--- src/rtl/regfile_pkg.sv ---
// Shared types and defaults for the multi-port integer register file.
// Consumers size their instances from these defaults unless overridden.
package regfile_pkg;

    localparam int XLEN_DEF  = 32;
    localparam int NREGS_DEF = 32;

    typedef logic [XLEN_DEF-1:0]          word_t;
    typedef logic [$clog2(NREGS_DEF)-1:0] reg_idx_t;

    localparam reg_idx_t REG_ZERO = '0;

endpackage

--- src/rtl/regfile_scoreboard.sv ---
// Busy-bit scoreboard: one pending-producer flag per architectural register.
// Latency: set/clear take effect on the next rising edge; busy is a registered output.
// Backpressure: none; the scoreboard is advisory and never blocks issue or writeback.
module regfile_scoreboard #(
    parameter int NREGS = 32,
    parameter int AW    = $clog2(NREGS)
) (
    input  logic             clk,
    input  logic             rst,
    input  logic             iss_en,
    input  logic [AW-1:0]    iss_rd,
    input  logic             clr0_en,
    input  logic [AW-1:0]    clr0_addr,
    input  logic             clr1_en,
    input  logic [AW-1:0]    clr1_addr,
    output logic [NREGS-1:0] busy
);

    // Register 0 has no storage; it is hardwired not-busy.
    logic [NREGS-1:1] busy_q;
    logic [NREGS-1:1] busy_nxt;

    always_comb begin
        busy_nxt = busy_q;
        for (int r = 1; r < NREGS; r++) begin
            if ((clr0_en && clr0_addr == AW'(r)) || (clr1_en && clr1_addr == AW'(r)))
                busy_nxt[r] = 1'b0;
            // A new producer supersedes a completing older one.
            if (iss_en && iss_rd == AW'(r))
                busy_nxt[r] = 1'b1;
        end
    end

    always_ff @(posedge clk or posedge rst) begin
        if (rst)
            busy_q <= '0;
        else
            busy_q <= busy_nxt;
    end

    assign busy = {busy_q, 1'b0};

endmodule

--- src/rtl/regfile_mp.sv ---
// Multi-port register file: NUM_RD combinational reads, two writes (port 1 wins), busy scoreboard.
// Latency: reads zero-cycle; writes visible next cycle, or same cycle when REGFILE_BYPASS_EN is defined.
// Backpressure: none; hazard/rd_busy are advisory and the controller decides whether to stall.
module regfile_mp
    import regfile_pkg::*;
#(
    parameter int XLEN   = XLEN_DEF,
    parameter int NREGS  = NREGS_DEF,
    parameter int NUM_RD = 2,
    parameter int AW     = $clog2(NREGS)
) (
    input  logic                   clk,
    input  logic                   rst,
    input  logic [NUM_RD*AW-1:0]   rd_addr,
    output logic [NUM_RD*XLEN-1:0] rd_data,
    output logic [NUM_RD-1:0]      rd_busy,
    output logic                   hazard,
    input  logic                   iss_en,
    input  logic [AW-1:0]          iss_rd,
    input  logic                   wr0_en,
    input  logic [AW-1:0]          wr0_addr,
    input  logic [XLEN-1:0]        wr0_data,
    input  logic                   wr1_en,
    input  logic [AW-1:0]          wr1_addr,
    input  logic [XLEN-1:0]        wr1_data
);

    logic [XLEN-1:0]  mem [NREGS];
    logic [NREGS-1:0] busy;

    // Entry 0 is cleared on reset and never written, so it always reads 0.
    always_ff @(posedge clk or posedge rst) begin
        if (rst) begin
            for (int r = 0; r < NREGS; r++)
                mem[r] <= '0;
        end else begin
            if (wr0_en && wr0_addr != '0)
                mem[wr0_addr] <= wr0_data;
            if (wr1_en && wr1_addr != '0)
                mem[wr1_addr] <= wr1_data;
        end
    end

    regfile_scoreboard #(
        .NREGS (NREGS),
        .AW    (AW)
    ) u_sb (
        .clk       (clk),
        .rst       (rst),
        .iss_en    (iss_en),
        .iss_rd    (iss_rd),
        .clr0_en   (wr0_en),
        .clr0_addr (wr0_addr),
        .clr1_en   (wr1_en),
        .clr1_addr (wr1_addr),
        .busy      (busy)
    );

    for (genvar i = 0; i < NUM_RD; i++) begin : g_rd
        logic [AW-1:0]   addr;
        logic [XLEN-1:0] data;
        logic            bsy;

        assign addr = rd_addr[i*AW +: AW];

        always_comb begin
            data = mem[addr];
            bsy  = busy[addr];
`ifdef REGFILE_BYPASS_EN
            // A forwarded value retires the old producer unless a new one issues now.
            if (wr0_en && wr0_addr == addr && addr != '0) begin
                data = wr0_data;
                bsy  = iss_en && iss_rd == addr;
            end
            if (wr1_en && wr1_addr == addr && addr != '0) begin
                data = wr1_data;
                bsy  = iss_en && iss_rd == addr;
            end
`endif
        end

        assign rd_data[i*XLEN +: XLEN] = data;
        assign rd_busy[i]              = bsy;
    end

    assign hazard = |rd_busy;

endmodule

--- config.mk ---
export PLATFORM = sky130hd
export DESIGN_NAME = regfile_mp
export DESIGN_NICKNAME = d
export VERILOG_FILES = /design/src/rtl/regfile_pkg.sv /design/src/rtl/regfile_scoreboard.sv /design/src/rtl/regfile_mp.sv
export SDC_FILE = /design/constraint.sdc
export NUM_CORES = 2
export LEC_CHECK = 0
export BUFFER_PORTS_ARGS = -buffer_cell sky130_fd_sc_hd__buf_2
export CAP_MARGIN = 20
export CELL_PAD_IN_SITES_DETAIL_PLACEMENT = 1
export CELL_PAD_IN_SITES_GLOBAL_PLACEMENT = 2
export CORE_ASPECT_RATIO = 0.9
export CORE_MARGIN = 10
export CORE_UTILIZATION = 40
export CTS_CLUSTER_SIZE = 12
export DETAILED_ROUTE_END_ITERATION = 12
export GPL_TIMING_DRIVEN = 1
export PLACE_DENSITY = 0.81
export SETUP_SLACK_MARGIN = 0.3
export SYNTH_ARGS = -nofsm -noshare
export SYNTH_HDL_FRONTEND = slang
export SYNTH_SLANG_ARGS = --single-unit
--- constraint.sdc ---
create_clock -name clk -period 46.6 [get_ports clk]
set_input_delay 4.66 -clock clk [delete_from_list [all_inputs] [get_ports clk]]
set_output_delay 4.66 -clock clk [all_outputs]
set_load 0.005 [all_outputs]
Word level (Yosys, flattened, before mapping)
Cells that the tools add are included.
{ "op_classes": {"n_lt_le_gt_ge": 8, "eq_ne": 93, "n_mux": 80, "n_bitwise": 4, "n_reduce_logical": 162} }
{ "ops": {"columns": ["operator", "n"], "rows": [
  ["$bwmux W1024", 2],
  ["$mux W1024", 2],
  ["$bmux W32 S5", 2],
  ["$demux W32 S5", 2],
  ["$eq A5 B5 Y1 const B", 48],
  ["$mux W32", 6],
  ["$eq A5 B4 Y1 const B", 24],
  ["$logic_and A1 B1 Y1", 97],
  ["$mux W1", 64],
  ["$reduce_bool A2 Y1", 31],
  ["$eq A5 B3 Y1 const B", 12],
  ["$logic_or A1 B1 Y1", 31],
  ["$eq A5 B2 Y1 const B", 6],
  ["$ge A6 B6 Y1 const B", 4],
  ["$not A5 Y6", 4],
  ["$eq A5 B1 Y1 const B", 3],
  ["$lt A5 B6 Y1 const B", 2],
  ["$lt A6 B1 Y1 const B", 2],
  ["$bmux W1 S5", 2],
  ["$reduce_bool A5 Y1", 2],
  ["$reduce_or A2 Y1", 1]
]} }
{ "word_totals": {"register_bits": 1055, "out_inout_bits": 67} }

Logic depth before layout (Yosys ltp)
{ "depth": {"depth_word": 9, "mapped_depth": 9} }

Modules after synthesis
A second synthesis with hierarchy kept.
{ "unflattened": {"cells_unflattened": 5935, "hier_area_um2": 64628.2} }
{ "modules_own_cells": {"columns": ["module", "n_inst", "cells_per_inst", "area_per_inst_um2", "seq_area_each_um2"], "rows": [
  ["regfile_mp", 1, 5779, 62942.9, 25624.6],
  ["regfile_scoreboard", 1, 156, 1685.4, 775.7]
]} }

Least setup slack after synthesis
No wires, ideal clock.
{ "synth_timing": {"kind": "in2out", "start": "input rd_addr[5]", "end": "output rd_data[33]", "arrival_time_ns": 6.148, "required_ns": 41.940, "path_slack_ns": 35.792, "cell_stages": 6, "path_buffers": 3, "path_cell_list": "buf_2 buf_2 buf_2 mux4_2 a221oi_1 a21oi_1"} }
{ "synth_via": {"elab_chain_len": 4} }
{ "synth_rtl": {"columns": ["element", "line", "text"], "rows": [
  ["start, declared", "regfile_mp.sv:14", "input logic [NUM_RD*AW-1:0] rd_addr,"],
  ["$not A5 Y6 (not written as such)", "regfile_mp.sv:67", "data = mem[addr];"],
  ["$bmux W32 S5", "regfile_mp.sv:67", null],
  ["$mux W32 (not written as such) (2 in series)", "regfile_mp.sv:67", null],
  ["end, declared", "regfile_mp.sv:15", "output logic [NUM_RD*XLEN-1:0] rd_data,"]
]} }
No other way between the ends. The select of a mux whose other input is x is not followed.

Final worst setup path
{ "layout_timing": {"start": "input rd_addr[0]", "end": "output rd_data[22]"} }
The elaborated chain is that of the path after synthesis.

==> results by group <==
Drt
  – Post-DR vias/cell: 6.66
  – Final Routed Wirelength: 278000 µm
  – WL/cell: 35.4 µm
  – 1st-iter DRT viols: 6273
  – DR pass1 iterations: 6
  – Vias: 52.3k
  – DRT antenna net count: 0
  – Drt drc: 0

CTS
  – Post-CTS Hold Buffers: 0
  – Clk_lat worst skew: 0.79 ns
  – Number of H-tree levels: 4
  – Post-cts sizing count: 0
  – TritonCTS buffer count: 130
  – Root Buffer: clkbuf_16
  – Clock Pin Slew Worst Setup and Hold Paths: 0.06 ns
  – Postcts setup bufs: 0
  – Clock sinks: 1055
  – Max Root-Sink Buffers: 3
  – CTS tree: done

Min path
  – WHS Path Cells: 0
  – HP Start: mem[1009]
  – Worst Hold End: mem[1009]
  – Hold/Removal Path Class: flip-flop to flip-flop

Setup path
  – R2R Setup Slk: 45.68 ns
  – Crit-path cells: buf_8, buf_4, buf_4, mux4_2, mux2i_1, a22o_1, a21oi_1, buf_2
  – Largest delay share family, worst path: buffers and inverters
  – FF-to-FF path depth: 2
  – CP Launch Type: primary input
  – Worst path most repeated cell: buf_4
  – Worst EP required: 41.94 ns
  – CP arrival: 8.70 ns
  – Worst r2r dst: mem[377]
  – Worst flop-to-flop path startpoint: mem[377]
  – Critical Path Slowest Stage Cell: buf_4
  – CP Max Fanout: 67
  – Critical path type: primary input to primary output
  – Max stage delay on crit path: 0.92 ns
  – Crit path capture type: primary output
  – Buf/Inv on CP: 4

Yosys
  – Avg Cell Area, Syn: 10.9 µm²
  – Fraction of registers with async set/reset: 100%
  – Post-synth cell types: 39
  – Gate count of the mapped netlist: 5956
  – Post-synth top area cell: dfrtp_1
  – Post-synth top area share: 40.6%
  – Yosys Warn Count: 0
  – Synth Flop Type: dfrtp_1
  – Post-synth top cells: mux2i_1 (1142), dfrtp_1 (1055), a21oi_1 (580), nand2_1 (551), nor2_1 (543)
  – Synthesized Nets: 6050
  – Netlist Area Pre-Place: 65000 µm²
  – Sequential area share after synthesis: 40.6%
  – Post-synthesis register bit count: 1055
  – Most frequent cell after synthesis: mux2i_1
  – Synth top area cells: dfrtp_1 (41%), mux4_2 (18%), mux2i_1 (18%)
  – Post-synth EDFFs: 0

STA
  – Clock skew: 0 ns
  – Worst slew pin tran: 1.25 ns
  – # setup viols final: 0
  – Final Critical Period: 13.36 ns
  – Max Fclk: 74.8 MHz
  – Final TNS setup: 0 ns
  – Final Hold Viols: 0
  – Max-slew headroom: 16.5%
  – Min Hold Slack: 0.393 ns
  – Slew Viols, Final: 0
  – RSZ-0062 raised after global routing: no
  – Tcrit/Tclk final: 28.7%

Finish
  – Finished Layout Cells: 7851
  – Layout area overhead: 9.05%
  – Layout Nets: 5713
  – Fraction of layout cells with a size suffix above 1: 18.8%

Floorplanning
  – Starting Density: 40.2%
  – Die X: 445 µm
  – DIE AREA: 179000 µm²
  – DIE HEIGHT: 402 µm
  – Core Region: 162000 µm²
  – Io pins: 161
  – Rows: 140

Global route
  – Pin count of the biggest net entering global routing: 165
  – Initial antenna violation count: 35
  – Vias in the first global route: 53.0k
  – First-pass GRT wire length: 399000 µm
  – Gr ovfl total: 0
  – GRT Overall Usage: 30.5%

Power and ir drop
  – VDD IR-drop max: 40.9 µV
  – Pleak: 0.0302 µW
  – PwrDens: 44.6 nW/µm²

Place
  – Port Buf Inserts: 160
  – Post-DP HPWL: 154000 µm
  – Routability congestion estimate: 0.829
  – Inst Count DP: 7611

Run status
  – Status: complete, no violations

Flow run
  – Max_cap viols: 0
## report_power, final
group	total [µW]	switching (µW)	internal (µW)	leakage, µW
clock network	1060	427	631	0.00215
registers	1350	194	1150	0.0129
logic	752	353	398	0.0151
## kinds of logic (layout without fill, tap and decap cells)
family                 count (synthesis)  in the layout  share of synthesized area (%)
other                                  0             12                              0
muxes                               1660           1660                           35.5
buffers and inverters                751            504                           5.39
and+or+nand+nor                     1199           1199                           7.41
AOI/OAI and AO/OA                   1291           1291                           11.1
DFF                                 1055           1055                           40.6
## cell usage in the layout, fill, tap and decap left out, drive strengths merged, types with 14 or more instances in the layout
cell	n
mux4	514
clkbuf	190
o21ai	496
nand2b	15
dfrtp	1055
a22oi	68
clkinv	17
nand2	554
buf	274
nor2b	21
a21oi	580
a221oi	66
mux2i	1142
nor2	554
a32o	14
a22o	65
## cell type report
| cell class | count | area, µm² |
|---|---|---|
| multi-input cells | 4150 | 35500 |
| inverters | 8 | 37.5 |
| clock inverters | 32 | 407 |
| repair buffers | 274 | 1860 |
| fillers | 17100 | 90800 |
| flip-flops and latches | 1055 | 26400 |
| clock buffers | 190 | 3930 |
| well taps | 2130 | 2670 |
| diodes | 12 | 30.0 |
## metrics by stage
| stage | cell area, µm² | worst slack, ns | power, µW | utilization, % |
|---|---|---|---|---|
| global placement | 66300 | 33.18 | 2050 | 41.0 |
| floorplan | 65000 | 12.24 | 1860 | - |
| finish | 70800 | 33.24 | 3160 | 43.8 |
| detailed placement | 66300 | 33.15 | 2100 | 41.0 |
| global route | 70800 | 32.95 | 3300 | 43.8 |
| CTS | 70700 | 33.14 | 3150 | 43.7 |
## flip-flops by register name (all words and copies together), names as in the netlist
register     flops
u_sb.busy_q     31
mem           1024
## layer usage
metal	track usage, %	share of wire (%)	routed length, µm
met5	0	0.045	126
met4	17.1	6.3	17600
met3	6.90	9.6	26600
met2	45.3	44	122000
met1	41.1	40	112000
## worst max-delay path by stage
stage               startpoint     endpoint  slack [ns]  depth (start not counted)
CTS                 rd_addr[0]  rd_data[22]       33.14                          8
global placement    rd_addr[0]  rd_data[22]       33.18                          8
floorplan                  rst       mem[0]       12.24                          1
global route        rd_addr[0]  rd_data[22]       32.95                          8
detailed placement  rd_addr[0]  rd_data[22]       33.15                          8
finish              rd_addr[0]  rd_data[22]       33.24                          8
Power figures use the tool's default switching activity.
